File: config.mk
export PLATFORM = sky130hd
export DESIGN_NAME = hazard_pipe_tracker
export DESIGN_NICKNAME = d
export VERILOG_FILES = /design/src/rtl/hazard_pipe_tracker_pkg.sv /design/src/rtl/hazard_pipe_tracker_pipe_stage_reg.sv /design/src/rtl/hazard_pipe_tracker.sv
export SDC_FILE = /design/constraint.sdc
export NUM_CORES = 1
export LEC_CHECK = 0
export CAP_MARGIN = 20
export CORE_ASPECT_RATIO = 0.7
export CORE_MARGIN = 2
export CORE_UTILIZATION = 42
export CTS_CLUSTER_SIZE = 8
export DETAILED_ROUTE_END_ITERATION = 6
export MAX_ROUTING_LAYER = met4
export PLACE_DENSITY = 0.83
export REMOVE_ABC_BUFFERS = 1
export SLEW_MARGIN = 20
export SYNTH_ARGS = -nofsm -noshare
export SYNTH_HDL_FRONTEND = slang
export SYNTH_HIERARCHICAL = 1
export SYNTH_SLANG_ARGS = --single-unit
File: constraint.sdc
create_clock -name clk -period 1.6 [get_ports clk]
set_input_delay 0.4 -clock clk [delete_from_list [all_inputs] [get_ports clk]]
set_output_delay 0.4 -clock clk [all_outputs]
set_load 0.03 [all_outputs]
File: src/rtl/hazard_pipe_tracker_pkg.sv
// Shared constants for the D/E/M/W pipeline-register slice of the MIPS core.
// Holds default widths and the Tnew encodings used by decoder and stall unit.
package hazard_pipe_tracker_pkg;

    // Default widths for PC/instruction words, register addresses and Tnew.
    localparam int PC_W_DEF   = 32;
    localparam int RA_W_DEF   = 5;
    localparam int TNEW_W_DEF = 2;

    // Tnew encodings: cycles from E-entry until the result is ready.
    typedef enum logic [TNEW_W_DEF-1:0] {
        TNEW_0 = 2'd0,
        TNEW_1 = 2'd1,
        TNEW_2 = 2'd2
    } tnew_e;

    // Largest Tnew that can still be ready by the time a record reaches W.
    localparam logic [TNEW_W_DEF-1:0] TNEW_MAX = TNEW_2;

endpackage

File: src/rtl/hazard_pipe_tracker_pipe_stage_reg.sv
// One pipeline-stage record {PC, Instr, Rd, W, Tnew}, loaded every cycle.
// Ports: clk; rst_ni (sync active-low clear); bubble_i (load zeros);
//        pc_i/instr_i/rd_i/w_i/tnew_i record in; pc_o..tnew_o registered record out.
module pipe_stage_reg #(
    parameter int PC_W   = 32,
    parameter int RA_W   = 5,
    parameter int TNEW_W = 2
) (
    input  logic              clk,
    input  logic              rst_ni,
    input  logic              bubble_i,
    input  logic [PC_W-1:0]   pc_i,
    input  logic [PC_W-1:0]   instr_i,
    input  logic [RA_W-1:0]   rd_i,
    input  logic              w_i,
    input  logic [TNEW_W-1:0] tnew_i,
    output logic [PC_W-1:0]   pc_o,
    output logic [PC_W-1:0]   instr_o,
    output logic [RA_W-1:0]   rd_o,
    output logic              w_o,
    output logic [TNEW_W-1:0] tnew_o
);

    logic [PC_W-1:0]   pc_d,    pc_q;
    logic [PC_W-1:0]   instr_d, instr_q;
    logic [RA_W-1:0]   rd_d,    rd_q;
    logic              w_d,     w_q;
    logic [TNEW_W-1:0] tnew_d,  tnew_q;

    // An all-zero record is a bubble: no write, no pending latency.
    always_comb begin
        pc_d    = pc_i;
        instr_d = instr_i;
        rd_d    = rd_i;
        w_d     = w_i;
        tnew_d  = tnew_i;
        if (bubble_i) begin
            pc_d    = '0;
            instr_d = '0;
            rd_d    = '0;
            w_d     = 1'b0;
            tnew_d  = '0;
        end
    end

    always_ff @(posedge clk) begin
        if (!rst_ni) begin
            pc_q    <= '0;
            instr_q <= '0;
            rd_q    <= '0;
            w_q     <= 1'b0;
            tnew_q  <= '0;
        end else begin
            pc_q    <= pc_d;
            instr_q <= instr_d;
            rd_q    <= rd_d;
            w_q     <= w_d;
            tnew_q  <= tnew_d;
        end
    end

    assign pc_o    = pc_q;
    assign instr_o = instr_q;
    assign rd_o    = rd_q;
    assign w_o     = w_q;
    assign tnew_o  = tnew_q;

endmodule

File: src/rtl/hazard_pipe_tracker.sv
// D->E, E->M, M->W pipeline registers carrying destination records for hazards.
// Ports: clk, reset (sync active-low), Pause_In; D record *_D_In; En_PC/En_FD;
//        per-stage PC/Instr/Rd/W outputs for E, M, W and Tnew for E, M.
module hazard_pipe_tracker
    import hazard_pipe_tracker_pkg::*;
#(
    parameter int PC_W   = PC_W_DEF,
    parameter int RA_W   = RA_W_DEF,
    parameter int TNEW_W = TNEW_W_DEF
) (
    input  logic              clk,
    input  logic              reset,
    input  logic              Pause_In,
    input  logic [PC_W-1:0]   PC_D_In,
    input  logic [PC_W-1:0]   Instr_D_In,
    input  logic [RA_W-1:0]   Rd_D_In,
    input  logic              W_D_In,
    input  logic [TNEW_W-1:0] Tnew_D_In,
    output logic              En_PC_Out,
    output logic              En_FD_Out,
    output logic [PC_W-1:0]   PC_E_Out,
    output logic [PC_W-1:0]   Instr_E_Out,
    output logic [PC_W-1:0]   PC_M_Out,
    output logic [PC_W-1:0]   Instr_M_Out,
    output logic [PC_W-1:0]   PC_W_Out,
    output logic [PC_W-1:0]   Instr_W_Out,
    output logic [RA_W-1:0]   Rd_E_Out,
    output logic [RA_W-1:0]   Rd_M_Out,
    output logic [RA_W-1:0]   Rd_W_Out,
    output logic              W_E_Out,
    output logic              W_M_Out,
    output logic              W_W_Out,
    output logic [TNEW_W-1:0] Tnew_E_Out,
    output logic [TNEW_W-1:0] Tnew_M_Out
);

    logic              w_de;
    logic [TNEW_W-1:0] tnew_em;
    logic [TNEW_W-1:0] tnew_mw;
    logic [TNEW_W-1:0] tnew_w;

    // Stall only freezes fetch; the E bubble is injected below.
    assign En_PC_Out = ~Pause_In;
    assign En_FD_Out = ~Pause_In;

    // A write to $0 is architecturally dropped, so it never forwards.
    assign w_de = W_D_In && (Rd_D_In != '0);

    // Age by one stage, saturating at zero.
    assign tnew_em = (Tnew_E_Out == '0) ? '0 : Tnew_E_Out - 1'b1;
    assign tnew_mw = (Tnew_M_Out == '0) ? '0 : Tnew_M_Out - 1'b1;

    pipe_stage_reg #(
        .PC_W   (PC_W),
        .RA_W   (RA_W),
        .TNEW_W (TNEW_W)
    ) u_de (
        .clk      (clk),
        .rst_ni   (reset),
        .bubble_i (Pause_In),
        .pc_i     (PC_D_In),
        .instr_i  (Instr_D_In),
        .rd_i     (Rd_D_In),
        .w_i      (w_de),
        .tnew_i   (Tnew_D_In),
        .pc_o     (PC_E_Out),
        .instr_o  (Instr_E_Out),
        .rd_o     (Rd_E_Out),
        .w_o      (W_E_Out),
        .tnew_o   (Tnew_E_Out)
    );

    pipe_stage_reg #(
        .PC_W   (PC_W),
        .RA_W   (RA_W),
        .TNEW_W (TNEW_W)
    ) u_em (
        .clk      (clk),
        .rst_ni   (reset),
        .bubble_i (1'b0),
        .pc_i     (PC_E_Out),
        .instr_i  (Instr_E_Out),
        .rd_i     (Rd_E_Out),
        .w_i      (W_E_Out),
        .tnew_i   (tnew_em),
        .pc_o     (PC_M_Out),
        .instr_o  (Instr_M_Out),
        .rd_o     (Rd_M_Out),
        .w_o      (W_M_Out),
        .tnew_o   (Tnew_M_Out)
    );

    // The W copy of Tnew is kept only so a leftover latency can be caught.
    pipe_stage_reg #(
        .PC_W   (PC_W),
        .RA_W   (RA_W),
        .TNEW_W (TNEW_W)
    ) u_mw (
        .clk      (clk),
        .rst_ni   (reset),
        .bubble_i (1'b0),
        .pc_i     (PC_M_Out),
        .instr_i  (Instr_M_Out),
        .rd_i     (Rd_M_Out),
        .w_i      (W_M_Out),
        .tnew_i   (tnew_mw),
        .pc_o     (PC_W_Out),
        .instr_o  (Instr_W_Out),
        .rd_o     (Rd_W_Out),
        .w_o      (W_W_Out),
        .tnew_o   (tnew_w)
    );

`ifndef SYNTHESIS
    // A result still pending at W means the decoder produced an illegal Tnew.
    a_tnew_w_zero : assert property (@(posedge clk) tnew_w == '0);
`endif

endmodule

# After elaboration in Yosys (flattened, before gate mapping)
# Index checks and enable logic that the tools add are counted.
# op_classes
bitwise	2
reduce_logical	5
addsub	1
# op_table
op	count
nonzero test 5 bit	1
OR reduction 2 bit	2
logical NOT 2 bit	1
inverter 1 bit	2
subtractor 2 x 1 -> 2 bit (second input constant)	1
logical AND 1 bit	1
# word_totals
inputBits	75
regBits	214
out_inout_bits	216

# Depth between registers and ports, before layout
# depth
ltp_word	2
depth_mapped	3

# Modules after synthesis
# The synthesis kept the hierarchy.
# by_module_without_submodules
mod	instances	cells_per_inst	area_each_um2	seq_area_each_um2
pipe_stage_reg	3	158	2232.1	1441.4
hazard_pipe_tracker	1	9	55.1	0.0

# Worst setup path after synthesis
# No wires, ideal clock.
# synth_path
path_kind	input-to-reg
startpoint	input Rd_D_In[0]
endpoint	register u_de.w_q, in the netlist u_de/w_o
n_path_buf	0
required_time_ps	1483
stages	3
path_slack_ps	229
t_arrival_ps	1254
cell_sequence	or4_1 o21a_1 and3b_2
# synth_via
elab_chain_len	2
# synth_lines
item	line	rtl
start: declaration	hazard_pipe_tracker.sv:16	input logic [RA_W-1:0] Rd_D_In,
nonzero test 5 bit	hazard_pipe_tracker.sv:47	assign w_de = W_D_In && (Rd_D_In != '0);
logical AND 1 bit	hazard_pipe_tracker.sv:47	
named net w_de	hazard_pipe_tracker.sv:37	logic w_de;
end signal: assignment	hazard_pipe_tracker_pipe_stage_reg.sv:57	w_q <= w_d;
end: declaration	hazard_pipe_tracker_pipe_stage_reg.sv:27	logic w_d, w_q;
# The timed path passes the listed nets, and every way through them passes these cells.
# A chain may end at the register's enable or synchronous reset.

# Final worst setup path
# layout_path
startpoint	register u_de.instr_q[11], in the netlist u_de/instr_o[11]
endpoint	output Instr_E_Out[11]
# layout_lines
item	line	rtl
start: declaration	hazard_pipe_tracker_pipe_stage_reg.sv:25	logic [PC_W-1:0] instr_d, instr_q;
start signal: assignment	hazard_pipe_tracker_pipe_stage_reg.sv:55	instr_q <= instr_d;
end: declaration	hazard_pipe_tracker.sv:22	output logic [PC_W-1:0] Instr_E_Out,
# No word-level cell between the ends.

==> flow_metrics.tcl <==
set metrics [dict create \
    ant_nets 0 \
    max_stage_delay_ns 0.35 \
    io_buffers 290 \
    wl_per_cell_um 17.6 \
    fp.dieW_um 155 \
    fin_ws_ns 0.0344 \
    yosysWarnings 6 \
    place_ws_ns -0.275 \
    cts_resized 635 \
    drt-pass1-iter-count 4 \
    hp-class "primary input to flop" \
    layout.cells.non_filler 980 \
    arrival_ns 1.17 \
    finClkSkew_ns 0.00761 \
    cts_max_path_buffers 3 \
    ir_drop_v 0.000768 \
    whs_ns 0.343 \
    drtIter0Drc 125 \
    internal-power_w 0.00929 \
    reg2reg_to "u_em/tnew_o[1]" \
    dp.cells 948 \
    outcome "complete, no violations" \
    p_clk_frac 0.456 \
    postSynthCellCount 477 \
    clkTransAtPathRegs_ns 0.05 \
    endpoint "Instr_E_Out[11]" \
    nets 855 \
    htreeDepth 1 \
    cts_tree "done" \
    grt.overflow.total 0 \
    setup_viol 0 \
    cp.required_ns 1.20 \
    start_kind "flop" \
    via_per_inst 4.62 \
    fmax_mhz 639 \
    slowest_stage "dfxtp_1" \
    path_buf_inv 1 \
    io_pins 291 \
    period_minus_slack_ns 1.57 \
    critPathTopFamily "flip-flops" \
    drive_gt1_frac 0.603 \
    power_density_nw_per_um2 1130 \
    cts_hold_buf 0 \
    root_buffer "clkbuf_16" \
    cp-end-kind "output port" \
    r2r-start "u_de/tnew_o[0]" \
    via_count 4532 \
    grt_first_pass_wirelength_um 26100 \
    initial_core_util 0.430 \
    diodes 0 \
    num_rows 38 \
    period_share 0.978 \
    rrSetupSlack_ns 0.84 \
    grtUsageTotal 0.201 \
    rsz0062_at_grt "false" \
    sw_frac_of_total 0.213 \
    cts_post_setup_buffers_inserted 0 \
    drc 0 \
    crit_type "flop to output port" \
    slew_violations 0 \
    clock-sinks 214 \
    r2r_cells 2 \
    max_cap_viol_count 0 \
    cts_buffers 30 \
    netSwitchingPower_w 0.00252 \
    grt_start_max_net_pins 55 \
    utilization 0.675 \
    path_cells "clkdlybuf4s15_2" \
    clk_latency_ns 0.51 \
    antenna_found_initial 0 \
    wl_um 17300 \
    combPwrFrac 0.077 \
    grt_pass1_vias 4761 \
    post-dp-hpwl_um 12100 \
    path_depth 1 \
    syn2layout_area_growth_pct 57.2 \
    synth.avg_cell_area_sq_um 14.0 \
    p_leak_nw 4.89 \
    post_dp_cell_area_sq_um 9770 \
    finalWeightedCongestion 0.830 \
    coreArea_sq_um 15500 \
    crit_path_start "u_de/instr_o[11]" \
    die_area_sq_um 16900 \
    die_h_um 110 \
    hold_viol 0 \
    sequentialPowerShare 0.467 \
    syn-cell-area_sq_um 6680 \
    final_area_sq_um 10500 \
    path_max_fanout 2 \
]
power by group through the flow:
stage               clock network (W)  logic [W]  registers [W]
floorplan                           0   0.000174        0.00583
global placement                    0   0.000928        0.00561
detailed placement                  0   0.000938        0.00562
CTS                           0.00551   0.000909        0.00551
global route                  0.00576   0.000964        0.00552
finish                        0.00539   0.000912        0.00551
cell type report:
| type | count | area, sq um |
|---|---|---|
| fillers | 1127 | 5050 |
| flip-flops and latches | 214 | 4280 |
| repair buffers | 297 | 2940 |
| multi-input cells | 236 | 2240 |
| clock buffers | 32 | 790 |
| well taps | 200 | 250 |
| inverters | 1 | 3.75 |
worst register-to-register path: cells and delay by family, from the launching register on:
kind | cells | cell delay [ns]
and+or+nand+nor | 2 | 0.34
DFF | 1 | 0.31
stage by stage:
| step | total power, W | TNS (ns) |
|---|---|---|
| after global routing | 0.0122 | 0 |
| after floorplan | 0.00600 | 0 |
| final | 0.0118 | 0 |
| after detailed placement | 0.00655 | -0.275 |
| after CTS | 0.0119 | 0 |
| after global placement | 0.00654 | -0.237 |
layout by cell type, fill, tap and decap left out, drive strengths merged:
master           n
and2             1
and3b          214
buf             46
clkbuf          47
clkdlybuf4s15  156
clkdlybuf4s18    8
clkdlybuf4s50   72
conb            18
dfxtp          214
inv              1
nor2b            1
o21a             1
or4              1
metal layers:
metal / global-route usage / share of wire / up-vias
met1: 0.241 / 0.44 / 2116
met5: - / 0 / -
met3: 0.0623 / 0.071 / 21
met2: 0.333 / 0.47 / 186
met4: 0.0542 / 0.018 / 0
li1: - / - / 2209
registers in the layout (all words and copies together), names as in the netlist, 2 cells and up:
name,count
u_em/tnew_o,2
u_em/pc_o,32
u_em/instr_o,32
u_em/rd_o,5
u_mw/pc_o,32
u_de/rd_o,5
u_de/tnew_o,2
u_de/pc_o,32
u_mw/instr_o,32
u_mw/rd_o,5
u_de/instr_o,32
worst min path at each step:
| stage | start | cells after the start | to | slack, ns |
|---|---|---|---|---|
| global route | Pause_In | 2 | u_de/rd_o[4] | 0.34 |
| floorplan | reset | 1 | u_de/instr_o[0] | 0.58 |
| global placement | u_em/instr_o[2] | 1 | u_mw/instr_o[2] | 0.50 |
| CTS | Pause_In | 2 | u_de/instr_o[16] | 0.32 |
| detailed placement | u_em/pc_o[9] | 1 | u_mw/pc_o[9] | 0.50 |
| finish | Pause_In | 2 | u_de/instr_o[16] | 0.34 |
Note: power is estimated with default switching activity, not from simulation.
